===== src/rtl/layer_output_packer.sv =====
// Collects serial neuron outputs into one packed vector; outValid rises 1 cycle after the last element.
// Holds the vector (dataReady low) until outReady; flush abandons a partial fill.
module layer_output_packer #(
  parameter int dataWidth    = 8,
  parameter int numOutputs   = 10,
  parameter int addressWidth = $clog2(numOutputs)
) (
  input  logic                             clk,
  input  logic                             reset,
  input  logic [dataWidth-1:0]             dataIn,
  input  logic                             dataValid,
  output logic                             dataReady,
  input  logic                             flush,
  input  logic                             outReady,
  output logic [dataWidth*numOutputs-1:0]  dataOut,
  output logic                             outValid,
  output logic [addressWidth-1:0]          writeIndex
);

  typedef enum logic {FILL, FULL} state_t;

  localparam logic [addressWidth-1:0] lastIndex = addressWidth'(numOutputs - 1);

  state_t state;

  assign dataReady = (state == FILL) && !reset;

  always_ff @(posedge clk) begin
    if (reset) begin
      state      <= FILL;
      writeIndex <= '0;
      outValid   <= 1'b0;
      dataOut    <= '0;
    end else if (state == FILL) begin
      if (flush) begin
        writeIndex <= '0;
      end else if (dataValid) begin
        // Decoded per-slot write keeps indices past numOutputs-1 from touching anything.
        for (int k = 0; k < numOutputs; k++) begin
          if (writeIndex == addressWidth'(k))
            dataOut[k*dataWidth +: dataWidth] <= dataIn;
        end
        if (writeIndex >= lastIndex) begin
          writeIndex <= '0;
          state      <= FULL;
          outValid   <= 1'b1;
        end else begin
          writeIndex <= writeIndex + addressWidth'(1);
        end
      end
    end else begin
      if (outReady) begin
        state    <= FILL;
        outValid <= 1'b0;
      end
    end
  end

endmodule


===== config.mk =====
export PLATFORM = sky130hd
export DESIGN_NAME = layer_output_packer
export DESIGN_NICKNAME = d
export VERILOG_FILES = /design/src/rtl/layer_output_packer.sv
export SDC_FILE = /design/constraint.sdc
export NUM_CORES = 1
export LEC_CHECK = 0
export ABC_AREA = 0
export CAP_MARGIN = 5
export CORE_UTILIZATION = 50
export DETAILED_ROUTE_END_ITERATION = 10
export DONT_BUFFER_PORTS = 1
export PLACE_DENSITY = 0.69
export SLEW_MARGIN = 10
export SYNTH_ARGS = -nofsm -noshare
export SYNTH_HDL_FRONTEND = slang
export SYNTH_SLANG_ARGS = --single-unit

===== constraint.sdc =====
create_clock -name clk -period 2.65 [get_ports clk]
set_input_delay 0.53 -clock clk [delete_from_list [all_inputs] [get_ports clk]]
set_output_delay 0.53 -clock clk [all_outputs]
set_load 0.05 [all_outputs]

==> metrics.yaml <==
core_sq_um: 6869
drc: 0
wl_per_cell_microns: 18.29
antenna_left: 0
hpwlAfterDp_microns: 4907
maxCapViolations: 0
avgSynthCellArea_sq_um: 11.15
fin_util_pct: 56.23
drive_gt1_share_pct: 10.87
yosys.area.top_type: "dfxtp_1"
path_max_fanout: 6
setup_viol: 0
grtUsageMet2_pct: 32.47
post_cts_resized: 0
power.switching_mw: 0.5902
final_nets: 335
clkPwrFrac_pct: 39.5
portBuffers: 0
synth_top_area_share_pct: 47.94
drt_iter0_drc: 65
cts_sinks: 86
yosys-top-cells-count: "nand2b_1 (91), dfxtp_1 (86), mux2i_1 (80)"
synth_cells: 322
p_int_mw: 1.817
routed_via_density: 5.215
clkTransAtPathRegs_ps: 80
synth_flop_cell: "dfxtp_1"
status: "completed"
grt_util_met1_pct: 26.85
area_growth_pct: 7.561
diodes: 0
p_comb_share_pct: 4.5
antenna_found_initial: 0
maxSlewHeadroom_pct: 52.27
synth_edf_count: 0
rows: 30
ys_seq_area_share_pct: 47.94
grt_usage_pct: 21.20
die_y_microns: 86.75
dp_cells: 402
crit_path_end_kind: "register"
routed_wl_microns: 7645
fillers: 619
timing.fmax_ghz: 0.4880
async_flop_share_pct: 0
overflow: 0
crit_arrival_ps: 2300
fin_cells: 418
ctsRootBufferMaster: "clkbuf_8"
grt_max_degree: 98
cts_hold_buf: 0
fp.dieW_microns: 86.75
hold_class: "primary input to register"
path_class: "register to register"
synth_seq_cells: 86
place.gp.congestion: 0.7544
synth_nets: 340
first_global_vias: 2191
grt_setup_unrepaired: "no"
cp.required_ps: 2900
numCtsBuffers: 9
clk-insertion-delay-late_ps: 350
synth_cell_types: 28
maxSlewViolCount: 0
h-tree-depth: 3
p_leak_nw: 1.782
fin_tns_setup_ps: 0
final_hold_viol_count: 0
period_share_pct: 77.32
cts_max_path_buffers: 2
power_density_nw_per_um2: 623.3
p_seq_share_pct: 56.0
whs_ps: 302.7
worstMarginPinSlew_ps: 715.0
yosys_warnings: 0
sw_frac_of_total_pct: 24.52
syn_area_sq_um: 3591
cts_tree: "done"
met3_usage_pct: 8.286
die_area_sq_um: 7525
vias: 2180
clock-skew-final_ps: 13.44
postCtsSetupBuffers: 0
yosysMostFrequentCell: "nand2b_1"
busiest_layer: "met2"
start_util_pct: 52.28
ios: 99
fin_crit_ps: 2049
ir_drop_v: 0.0002825
drtPass1Iterations: 4
startpoint_type: "register"
grt_pass1_wl_microns: 11740
synth_area_leaders: "dfxtp_1 (48%), mux2i_1 (22%), nand2b_1 (16%), nand3_4 (3.4%), clkbuf_1 (1.9%)"
==> through the flow <==
stage	worst slack (ps)	total power [mW]	instance area, sq um
after global placement	700.2	1.487	3656
after floorplan	596.0	1.475	3591
final	601.0	2.407	3862
after CTS	606.2	2.430	3862
after global routing	566.0	2.491	3862
after detailed placement	610.0	1.489	3656
==> logic make-up after synthesis <==
kind of cell / synth area share, %
AND/OR/NAND/NOR: 22.37
flip-flops: 47.94
multiplexers: 22.30
buffers and inverters: 3.101
AO/OA/AOI/OAI: 2.543
adder cells (fa/ha/maj): 1.742
==> metal layers <==
layer,part of all wire [%],vias to the layer above
met2,44,77
met4,1.5,0
met5,0,-
li1,-,1067
met1,46,1025
met3,9.1,11
==> registers in the layout, summed over array words and instances (netlist names) <==
name / cells
writeIndex: 4
dataOut: 80
state: 1
outValid: 1
==> path summary, 6_finish.rpt <==
path                      start       endpoint  depth (start not counted)  slack [ps]
setup reg to reg  writeIndex[0]  writeIndex[2]                          4         600
setup / recovery  writeIndex[0]  writeIndex[2]                          4         600
hold / removal            reset  writeIndex[2]                          1         300
hold reg to reg           state          state                          2         570
==> cells in the final DEF (no fill, tap or decap), types with 2 or more instances in the layout <==
| cell type | count |
|---|---|
| inv_1 | 5 |
| clkbuf_8 | 10 |
| nand3_4 | 7 |
| and3_1 | 2 |
| mux2i_1 | 80 |
| dfxtp_1 | 86 |
| nor2_1 | 2 |
| nand2b_1 | 91 |
| buf_4 | 5 |
| a21oi_1 | 3 |
| o32ai_1 | 2 |
| ha_1 | 5 |
| nand2_1 | 2 |
| inv_6 | 2 |
| nand3_2 | 3 |
==> critical path: stages, from the launching register on <==
cell and delay (ps):
dfxtp_1 530, ha_1 450, nor3b_1 380, o21ai_1 200
a2111oi_2 390
==> power groups by stage <==
stage | sequential (mW) | combinational (mW) | clock, mW
5_1_grt | 1.35 | 0.117 | 1.02
6_report | 1.35 | 0.109 | 0.950
3_3_place_gp | 1.38 | 0.109 | 0
4_1_cts | 1.35 | 0.111 | 0.971
3_5_place_dp | 1.38 | 0.111 | 0
2_1_floorplan | 1.38 | 0.0982 | 0
==> layout make-up <==
class | instances | area, sq um | share of cell area [%]
clock buffers | 10 | 137.6 | 3.563
multi-input cells | 210 | 1758 | 45.51
flip-flops and latches | 86 | 1722 | 44.57
well taps | 96 | 120.1 | 3.110
inverters | 5 | 18.77 | 0.4859
repair buffers | 5 | 37.54 | 0.9718
clock inverters | 6 | 68.82 | 1.782
Power figures use the tool's default switching activity.
